## src/rtl/enc_pkg.sv

```systemverilog
// enc_pkg: shared widths and encode helpers for encoder_4x2_stream
package enc_pkg;
    localparam int D_W = 4;
    localparam int Y_W = 2;

    function automatic logic [Y_W-1:0] prio_enc(input logic [D_W-1:0] v);
        return v[3] ? 2'd3 : v[2] ? 2'd2 : v[1] ? 2'd1 : 2'd0;
    endfunction

    function automatic logic multi_hot(input logic [D_W-1:0] v);
        return (v & (v - 4'd1)) != '0;
    endfunction
endpackage

```

## src/rtl/enc_fifo.sv

```systemverilog
// enc_fifo: DEPTH x W synchronous FIFO with a registered head that holds its last value when empty
module enc_fifo #(
    parameter int DEPTH = 4,
    parameter int W = 2
) (
    input  logic         clk,
    input  logic         rst_n,
    input  logic         push,
    input  logic [W-1:0] din,
    input  logic         pop,
    output logic [W-1:0] dout,
    output logic         valid,
    output logic         ready
);
    localparam int AW = $clog2(DEPTH);
    localparam int CW = $clog2(DEPTH + 1);
    logic [W-1:0] mem [DEPTH];
    logic [AW-1:0] wr_ptr, rd_ptr, rd_nxt;
    logic [CW-1:0] count, count_nxt;
    logic do_push, do_pop;

    assign valid = count != '0;
    assign ready = count != CW'(DEPTH);
    assign do_push = push && ready;
    assign do_pop = pop && valid;
    assign rd_nxt = rd_ptr + AW'(do_pop);
    assign count_nxt = count + CW'(do_push) - CW'(do_pop);

    always_ff @(posedge clk) begin
        if (do_push) mem[wr_ptr] <= din;
    end

    // The head slot may be written this very cycle, so forward din into it.
    always_ff @(posedge clk or negedge rst_n) begin
        if (!rst_n) begin
            wr_ptr <= '0;
            rd_ptr <= '0;
            count <= '0;
            dout <= '0;
        end else begin
            wr_ptr <= wr_ptr + AW'(do_push);
            rd_ptr <= rd_nxt;
            count <= count_nxt;
            if (count_nxt != '0) dout <= (do_push && rd_nxt == wr_ptr) ? din : mem[rd_nxt];
        end
    end
endmodule

```

## src/rtl/encoder_4x2_stream.sv

```systemverilog
// encoder_4x2_stream: registered 4-to-2 priority encoder feeding an output FIFO with a saturating drop counter
// Optional sticky multi-hot flag on err when ENC_MULTIHOT_CHECK_EN is defined.
module encoder_4x2_stream
    import enc_pkg::*;
#(
    parameter int DEPTH = 4,
    parameter int CNT_W = 8
) (
    input  logic             clk,
    input  logic             rst_n,
    input  logic             en,
    input  logic [D_W-1:0]   d,
    output logic             in_ready,
    output logic [Y_W-1:0]   y,
    output logic             y_valid,
    input  logic             y_ready,
    output logic             err,
    output logic [CNT_W-1:0] drop_cnt
);
    logic req, acc;

    assign req = en && (d != '0);
    assign acc = req && in_ready;

    enc_fifo #(.DEPTH(DEPTH), .W(Y_W)) u_fifo (
        .clk(clk),
        .rst_n(rst_n),
        .push(acc),
        .din(prio_enc(d)),
        .pop(y_ready),
        .dout(y),
        .valid(y_valid),
        .ready(in_ready)
    );

    always_ff @(posedge clk or negedge rst_n) begin
        if (!rst_n) drop_cnt <= '0;
        else if (req && !in_ready && drop_cnt != '1) drop_cnt <= drop_cnt + 1'b1;
    end

`ifdef ENC_MULTIHOT_CHECK_EN
    always_ff @(posedge clk or negedge rst_n) begin
        if (!rst_n) err <= 1'b0;
        else if (acc && multi_hot(d)) err <= 1'b1;
    end
`else
    assign err = 1'b0;
`endif
endmodule
```

## config.mk

```make
export PLATFORM = sky130hd
export DESIGN_NAME = encoder_4x2_stream
export DESIGN_NICKNAME = d
export VERILOG_FILES = /design/src/rtl/enc_pkg.sv /design/src/rtl/enc_fifo.sv /design/src/rtl/encoder_4x2_stream.sv
export SDC_FILE = /design/constraint.sdc
export NUM_CORES = 1
export LEC_CHECK = 0
export ABC_CLOCK_PERIOD_IN_PS = 4890
export CAP_MARGIN = 20
export CORE_ASPECT_RATIO = 1.1
export CORE_MARGIN = 2
export CORE_UTILIZATION = 40
export DETAILED_ROUTE_END_ITERATION = 6
export GPL_TIMING_DRIVEN = 0
export PLACE_DENSITY = 0.66
export SYNTH_ARGS = -nofsm -noshare
export SYNTH_HDL_FRONTEND = slang
export SYNTH_SLANG_ARGS = --single-unit
```

## constraint.sdc

```tcl
create_clock -name clk -period 4.89 [get_ports clk]
set_input_delay 0.978 -clock clk [delete_from_list [all_inputs] [get_ports clk]]
set_output_delay 0.978 -clock clk [all_outputs]
set_load 0.005 [all_outputs]
```

**After elaboration in Yosys (flattened, before gate mapping)**

Memory sizes are Yosys's and may differ from the RTL's. A register that Yosys moved wholly into a read port is not among the register bits.
Cells that the tools add are included.

- Muxes and demuxes: 5
- Reduce and logical (&&, ||, !) cells: 11
- Add/subtract/negate cells: 5
- Eq/ne operators: 2

Operator list:

| kind | number |
|---|---|
| 8-bit by 1-bit adder with 8-bit output, second input constant | 1 |
| 8-bit != test, second input constant | 1 |
| 1-bit logical AND | 6 |
| 3-bit nonzero test | 2 |
| 2-bit by 1-bit adder with 2-bit output | 2 |
| 2-bit two-way mux | 2 |
| 4-bit nonzero test | 1 |
| 3-bit by 1-bit adder with 3-bit output | 1 |
| 1-bit two-way mux | 3 |
| 3-bit != test, second input constant | 1 |
| 3-bit by 1-bit subtractor with 3-bit output | 1 |
| 1-bit logical NOT | 2 |

- Flip-flop bits (word level): 15
- Input port bits: 8
- Word-level logic and storage cells: 28
- Output and inout port bits: 13
- RAM bits: 8
- Memories: 1

Memories:

| memory | words | bits a word | rd ports | clocked after memory_dff | write ports | line | text |
|---|---|---|---|---|---|---|---|
| u_fifo.mem | 4 | 2 | 1 | 1 | 1 | enc_fifo.sv:17 | `logic [W-1:0] mem [DEPTH];` |

**Logic depth before layout (Yosys ltp)**

Gate-level depths: netlist of run 1.

- Depth in word-level cells: 7
- Gate-level depth with buffers: 10
- Depth with buffers taken out: 10

**Cells and area by module**

Synthesis of run 1 repeated with hierarchy kept, for this count alone.

- Cell total of the unflattened synthesis: 91
- Area total of the unflattened synthesis: 1,247.4 µm²

By module, submodules not included:

| module | cells an instance | times used | sequential area each (µm²) | area an instance (µm²) |
|---|---|---|---|---|
| enc_fifo | 48 | 1 | 465.4 | 783.3 |
| encoder_4x2_stream | 43 | 1 | 200.2 | 464.2 |

**Worst setup path after synthesis of run 1**

No wires, ideal clock.

- Path kind: in2reg
- Start: input d[0]
- End: register u_fifo.dout[0], read port of u_fifo.mem
- Buffers on the path: 0
- Data arrival time: 3.039 ns
- Setup slack: 1.726 ns
- Cell stages on the path: 8
- Required time: 4.765 ns
- Cell sequence: o41ai_4 nor2_1 ha_1 fa_1 xnor2_1 xnor2_1 or3_1 mux2_2

- Word-level cells in the longest chain between the ends: 7

RTL lines:

| element | line | text |
|---|---|---|
| start, declared | encoder_4x2_stream.sv:12 | `input logic [D_W-1:0] d,` |
| 4-bit nonzero test | encoder_4x2_stream.sv:22 | `assign req = en && (d != '0);` |
| 1-bit logical AND | encoder_4x2_stream.sv:22 |  |
| 1-bit logical AND | encoder_4x2_stream.sv:23 | `assign acc = req && in_ready;` |
| 1-bit logical AND | enc_fifo.sv:24 | `assign do_push = push && ready;` |
| 3-bit by 1-bit adder with 3-bit output | enc_fifo.sv:27 | `assign count_nxt = count + CW'(do_push) - CW'(do_pop);` |
| 3-bit by 1-bit subtractor with 3-bit output | enc_fifo.sv:27 |  |
| via u_fifo.count_nxt[2] | enc_fifo.sv:19 | `logic [CW-1:0] count, count_nxt;` |
| 3-bit nonzero test | enc_fifo.sv:44 | `if (count_nxt != '0) dout <= (do_push && rd_nxt == wr_ptr) ? din : mem[rd_nxt];` |
| end, declared | enc_fifo.sv:11 | `output logic [W-1:0] dout,` |

The timed path passes the listed nets, and every way through them passes these cells.
A chain may end at the register's enable or synchronous reset.

**Final worst setup path of run 1**

- Start: input d[1]
- End: register u_fifo.dout[0], read port of u_fifo.mem

Same word-level chain as after synthesis.

==> results of run 1 <==
[power groups by stage]
| stage | Sequential (W) | Clock, W | Combinational [W] |
|---|---|---|---|
| 4_1_cts | 0.000352 | 0.0000920 | 0.000378 |
| 3_3_place_gp | 0.000351 | 0 | 0.000365 |
| 6_report | 0.000350 | 0.0000868 | 0.000368 |
| 3_5_place_dp | 0.000356 | 0 | 0.000375 |
| 2_1_floorplan | 0.000343 | 0 | 0.000257 |
| 5_1_grt | 0.000361 | 0.000101 | 0.000411 |
[sequential cells by signal, summed over array words and instances, names as in the netlist]
register and flops:
u_fifo.rd_ptr 2, u_fifo.wr_ptr 2, u_fifo.count 3, drop_cnt 8
u_fifo.mem 8, u_fifo.dout 2
[how the worst max path moves through the flow]
| stage | from | depth (start not counted) | to | slack [ps] |
|---|---|---|---|---|
| floorplan | d[0] | 8 | u_fifo.dout[0] | 1730 |
| global placement | d[0] | 9 | u_fifo.dout[1] | 1080 |
| detailed placement | d[0] | 9 | u_fifo.dout[0] | 1020 |
| CTS | d[0] | 9 | u_fifo.dout[1] | 1370 |
| global route | d[1] | 9 | u_fifo.dout[0] | 1280 |
| finish | d[1] | 9 | u_fifo.dout[0] | 1390 |
[per-stage QoR]
step           area (sq um)  power [W]
5_1_grt                1480   0.000874
2_1_floorplan          1220   0.000599
3_3_place_gp           1460   0.000716
3_5_place_dp           1460   0.000732
4_1_cts                1480   0.000822
6_report               1480   0.000806
[layer usage]
metal / GRT usage (%) / up-vias / share of wire (%)
met4: 5.10 / 0 / 0.66
met5: 0 / - / 0
met3: 1.45 / 2 / 2.5
met2: 22.8 / 10 / 55
met1: 15.1 / 349 / 41
li1: - / 348 / -
[kinds of logic (layout without fill, tap and decap cells)]
| kind of cell | Yosys count | in the layout | share of synthesized area, % |
|---|---|---|---|
| AOI/OAI and AO/OA | 3 | 3 | 5.02 |
| xor gates and xnor gates | 13 | 13 | 10.5 |
| adders and majority gates | 6 | 6 | 6.76 |
| buffers and inverters | 7 | 30 | 2.46 |
| DFF | 25 | 25 | 54.5 |
| muxes | 7 | 7 | 8.29 |
| other | 1 | 1 | 0.307 |
| and+or+nand+nor | 23 | 23 | 12.2 |
[final cells by class]
class | instances | area, sq um | area share (%)
sequential | 25 | 666 | 44.9
tap | 34 | 42.5 | 2.87
inverter | 6 | 22.5 | 1.52
multi-input combinational | 53 | 527 | 35.6
clock buffer | 4 | 26.3 | 1.77
timing repair buffer | 19 | 190 | 12.8
buffer | 1 | 7.51 | 0.507
[cells in the final DEF (no fill, tap or decap), types with 2 or more instances in the layout]
master                            instances
sky130_fd_sc_hd__clkdlybuf4s50_1         19
sky130_fd_sc_hd__dfrtp_1                 17
sky130_fd_sc_hd__xnor2_1                  8
sky130_fd_sc_hd__edfxtp_1                 8
sky130_fd_sc_hd__inv_1                    5
sky130_fd_sc_hd__ha_1                     5
sky130_fd_sc_hd__xor2_1                   4
sky130_fd_sc_hd__nand4_1                  4
sky130_fd_sc_hd__and2_1                   3
sky130_fd_sc_hd__nor2_1                   3
sky130_fd_sc_hd__nand2_1                  3
sky130_fd_sc_hd__mux2_2                   3
sky130_fd_sc_hd__clkbuf_4                 3
sky130_fd_sc_hd__or3_1                    2
sky130_fd_sc_hd__and3_1                   2
sky130_fd_sc_hd__mux4_2                   2
sky130_fd_sc_hd__mux2_1                   2
[Yosys cell counts]
library cell	instances	area (sq um)
sky130_fd_sc_hd__dfrtp_1	17	425
sky130_fd_sc_hd__edfxtp_1	8	240
sky130_fd_sc_hd__xnor2_1	8	70.1
sky130_fd_sc_hd__ha_1	5	62.6
sky130_fd_sc_hd__inv_1	5	18.8
sky130_fd_sc_hd__nand4_1	4	25.0
sky130_fd_sc_hd__xor2_1	4	35.0
sky130_fd_sc_hd__and2_1	3	18.8
sky130_fd_sc_hd__mux2_2	3	33.8
sky130_fd_sc_hd__nand2_1	3	11.3
sky130_fd_sc_hd__nor2_1	3	11.3
sky130_fd_sc_hd__and3_1	2	12.5
sky130_fd_sc_hd__mux2_1	2	22.5
sky130_fd_sc_hd__mux4_2	2	45.0
sky130_fd_sc_hd__or3_1	2	12.5
sky130_fd_sc_hd__a21o_1	1	7.51
sky130_fd_sc_hd__a311oi_4	1	26.3
sky130_fd_sc_hd__and4_1	1	8.76
sky130_fd_sc_hd__buf_4	1	7.51
sky130_fd_sc_hd__conb_1	1	3.75
sky130_fd_sc_hd__fa_1	1	20.0
sky130_fd_sc_hd__inv_2	1	3.75
sky130_fd_sc_hd__nand3_1	1	5.00
sky130_fd_sc_hd__nor3b_4	1	18.8
sky130_fd_sc_hd__nor4_1	1	6.26
sky130_fd_sc_hd__nor4_2	1	12.5
sky130_fd_sc_hd__o41ai_4	1	27.5
sky130_fd_sc_hd__or2_2	1	6.26
sky130_fd_sc_hd__xor3_1	1	23.8
==> impl_metrics.ini, run 1 <==
[outcome]
result_of_the_run = finished, final reports clean

[global_route]
grt_first_pass_wirelength_microns = 3310
grt_overflow_total = 0
grt_usage_pct = 12.4
grt_max_degree = 18
antenna_found_initial = 0
first_global_vias = 759

[clock_tree]
cts_sink_count = 25
clock_insertion_delay_worst_skew_ps = 300
cts_tree = built
cts.repair_timing.setup_buffer_count = 0
cts_resized = 0
h_tree_level_count = 1
clk_path_buf_depth = 2
clk_root_buffer_cell = sky130_fd_sc_hd__clkbuf_4
cts.reportedPaths.clkPinSlew_ps = 120
tritoncts.num_buffers = 3
cts_hold_repair.buffers = 0

[detailed_routing]
post_drt_via_cell_ratio = 4.99
wire_per_inst_microns = 14.0
drcViolationCount = 0
routed_wirelength_microns = 1980
drt-pass1-iter-count = 2
route.vias.total = 709
first_iter_violations = 8
route.antenna.remaining_nets = 0

[critical_path]
cp.buffers_inverters = 1
setup.worst_path.start_class = input port
critPathMostFrequentCell = sky130_fd_sc_hd__xnor2_1
worst_r2r_startpoint = u_fifo.count[0]
category_of_the_critical_setup_timing_path = input port to flop
worst-endpoint-arrival_ps = 3700
worst_path_dominant_cell_family = adder cells
worst_path_required_time_ps = 5100
timing.critical_path.slowest_stage_cell = sky130_fd_sc_hd__o41ai_4
crit_chain = clkdlybuf4s50_1 > o41ai_4 > nor2_1 > ha_1 > fa_1 > xnor2_1 > xnor2_1 > or3_1 > mux2_2
crit_path_max_incr_delay_ps = 520
r2r_slack_ps = 1940
r2r_path_end = u_fifo.dout[0]
reg2regPathDepth = 10
cp-end-kind = flop
worstPathMaxFanout = 5

[yosys]
distinct_cells_synth = 29
synth.cell_area_sq_mm = 0.00122
syn-mean-instance-area_sq_um = 14.4
synth_seq_cells = 25
ys.warnings.count = 0
post_synth_inst_count = 85
syn-num-nets = 99
synth_seq_area_share_pct = 54.5

[hold_path]
min_delay_worst_endpoint = drop_cnt[7]
holdCritStartpoint = drop_cnt[7]
min_path_type = flop to flop
min_path_cells = 1

[power]
cellPowerDensity_mw_per_mm2 = 544
power_leakage_nw = 0.605
netSwitchingFraction_pct = 33.7
net_switching_power_w = 0.000271
share_comb_of_total_power_pct = 45.7
seqPwrFrac_pct = 43.5
worst_ir_drop_vdd_mv = 0.255
p_int_w = 0.000534
clock_power_share_pct = 10.8

[placed_design]
place_worst_setup_slack_ps = 1020
place.port_buffers = 19
dp.final_hpwl_microns = 1580
placedCellCount = 138
gp_routability_congestion = 0.785

[timing]
clock_skew_ps = 4.56
post-route-min-period_ps = 3500
timing.final.max_slew_violations = 0
timing_hold_violations_final = 0
period_share_pct = 71.6
postLayoutSetupSlackWorst_ps = 1390
final.setup.tns_ps = 0
worst_slew_margin_rel_pct = 49.7
setup_repair_after_global_routing_missed_its_margin = false
timing_worst_slew_pin_value_ps = 751
max_freq_mhz = 286
finalSetupViolations = 0
hold_slack_ps = 499

[layout]
post-route-util_pct = 49.9
num-nets-final = 123
areaGrowthSynthToFinish_pct = 21.2
antenna-diode-count = 0
finish.cell_count_without_fillers = 142
post_route_cells_drive_above_1_share_pct = 13.9
layout.filler_cells = 283

[floorplanning]
fp.coreArea_sq_mm = 0.00297
design.portCount = 21
die_area_sq_mm = 0.00351
floorplan.initialDensity_pct = 41.2
floorplan.rows = 21
dieHeight_microns = 62.0
fp.dieW_microns = 56.7

[job]
cap_violations = 0
Power figures use the tool's default switching activity.
==> run 2: changes to the inputs <==
Settings changed: ABC_CLOCK_PERIOD_IN_PS 4890 to 3050, PLACE_DENSITY 0.66 to 0.69.
Clock period 4.89 ns to 3.05 ns, I/O delays scaled along.
==> impl_metrics.ini, run 2 (synthesis results as in run 1) <==
[outcome]
result_of_the_run = finished, final reports clean

[detailed_routing]
routed_wirelength_microns = 2070
first_iter_violations = 8
drcViolationCount = 0
wire_per_inst_microns = 14.4
drt-pass1-iter-count = 4
route.vias.total = 740
route.antenna.remaining_nets = 0
post_drt_via_cell_ratio = 5.14

[timing]
post-route-min-period_ps = 2930
max_freq_mhz = 341
timing_worst_slew_pin_value_ps = 771
clock_skew_ps = 2.01
hold_slack_ps = 510
timing.final.max_slew_violations = 0
setup_repair_after_global_routing_missed_its_margin = false
timing_hold_violations_final = 0
worst_slew_margin_rel_pct = 48.4
finalSetupViolations = 0
period_share_pct = 96.1

[layout]
regs_by_ff_count = drop_cnt x8, u_fifo.mem x8, u_fifo.count x3
layout.filler_cells = 279
mostFrequentLayoutCells = sky130_fd_sc_hd__clkdlybuf4s50_1 (19), sky130_fd_sc_hd__dfrtp_1 (17), sky130_fd_sc_hd__edfxtp_1 (8)
antenna-diode-count = 0
finish.cell_count_without_fillers = 144
num-nets-final = 125
post-route-util_pct = 50.7
layout.cells.most_common = sky130_fd_sc_hd__clkdlybuf4s50_1
final_cell_area_sq_mm = 0.00151
post_route_cells_drive_above_1_share_pct = 17.3
areaGrowthSynthToFinish_pct = 23.2

[placed_design]
gp_routability_congestion = 0.728
placedCellCount = 138
place.port_buffers = 19
dp.final_hpwl_microns = 1620
placed_area_sq_mm = 0.00146

[floorplanning]
floorplan.initialDensity_pct = 41.2
die_area_sq_mm = 0.00351
dieHeight_microns = 62.0
design.portCount = 21
fp.coreArea_sq_mm = 0.00297
fp.dieW_microns = 56.7
floorplan.rows = 21

[power]
cellPowerDensity_mw_per_mm2 = 877
worst_ir_drop_vdd_mv = 0.423
power_leakage_nw = 0.620
finalPower_w = 0.00132

[critical_path]
category_of_the_critical_setup_timing_path = flop to flop
worst_path_required_time_ps = 3250
cp-end-kind = flop
worst_r2r_startpoint = u_fifo.count[1]
worst-endpoint-arrival_ps = 3130
crit_path_start = u_fifo.count[1]
worstPathMaxFanout = 3
setup.worst_path.start_class = flop

[global_route]
grt_max_degree = 18
grt_first_pass_wirelength_microns = 3430
grt_usage_pct = 12.9
antenna_found_initial = 0
first_global_vias = 804
grt_overflow_total = 0

[clock_tree]
cts_hold_repair.buffers = 0
cts_sink_count = 25
clk_root_buffer_cell = sky130_fd_sc_hd__clkbuf_4
clk_path_buf_depth = 2
h_tree_level_count = 1
cts_tree = built
cts.reportedPaths.clkPinSlew_ps = 120
tritoncts.num_buffers = 3
clock_insertion_delay_worst_skew_ps = 300

[job]
cap_violations = 0

[hold_path]
min_path_type = flop to flop
holdCritStartpoint = drop_cnt[7]
-- run 2: repair_timing --
item                       CTS  global route
setup endpoints to repair    2             2
resized for setup            0             2
buffers inserted             1             1
pin swaps                    1             1
-- run 2: final timing paths --
path / to / slack (ps) / cells after the start
setup reg to reg: u_fifo.dout[0] / 120 / 10
hold / removal: drop_cnt[7] / 510 / 1
min in group asynchronous: u_fifo.rd_ptr[0] / 740 / 1
setup / recovery: u_fifo.dout[0] / 120 / 10
hold reg to reg: drop_cnt[7] / 510 / 1
max in group asynchronous: u_fifo.dout[0] / 1830 / 1
-- run 2: per-stage QoR --
stage | TNS, ps | setup slack, ps
6_report | 0 | 119
5_1_grt | 0 | 1.88
4_1_cts | 0 | 60.3
3_5_place_dp | -894 | -451
3_3_place_gp | -784 | -392
2_1_floorplan | 0 | 227
-- run 2: critical path: stages, from the launching register on --
cell                      delay [ps]
sky130_fd_sc_hd__dfrtp_1         440
sky130_fd_sc_hd__or3_1           370
sky130_fd_sc_hd__and2_1          190
sky130_fd_sc_hd__ha_1            270
sky130_fd_sc_hd__inv_1            40
sky130_fd_sc_hd__ha_1            200
sky130_fd_sc_hd__fa_1            410
sky130_fd_sc_hd__xnor2_2         160
sky130_fd_sc_hd__xnor2_1         130
sky130_fd_sc_hd__or3_1           340
sky130_fd_sc_hd__mux2_2          290
-- run 2: layout make-up --
type	instances	area [sq um]	share of cell area, %
inverters	6	22.5	1.50
well taps	34	42.5	2.82
plain buffers	1	7.51	0.498
repair buffers	21	205	13.6
multi-input cells	53	537	35.6
flip-flops and latches	25	666	44.2
clock buffers	4	26.3	1.74
-- run 2: per-layer routing --
metal	share of wire [%]	vias up	GRT usage [%]
li1	-	350	-
met1	40	374	14.6
met2	57	14	25.1
met3	2.1	2	1.24
met4	0.58	0	6.12
met5	0	-	0
-- run 2: where the power goes --
part           internal [W]  leakage (nW)  switching [W]  total [W]
combinational      0.000368         0.323       0.000255   0.000624
clock             0.0000510        0.0150      0.0000870   0.000138
sequential         0.000458         0.282       0.000100   0.000559
total              0.000878         0.620       0.000443    0.00132
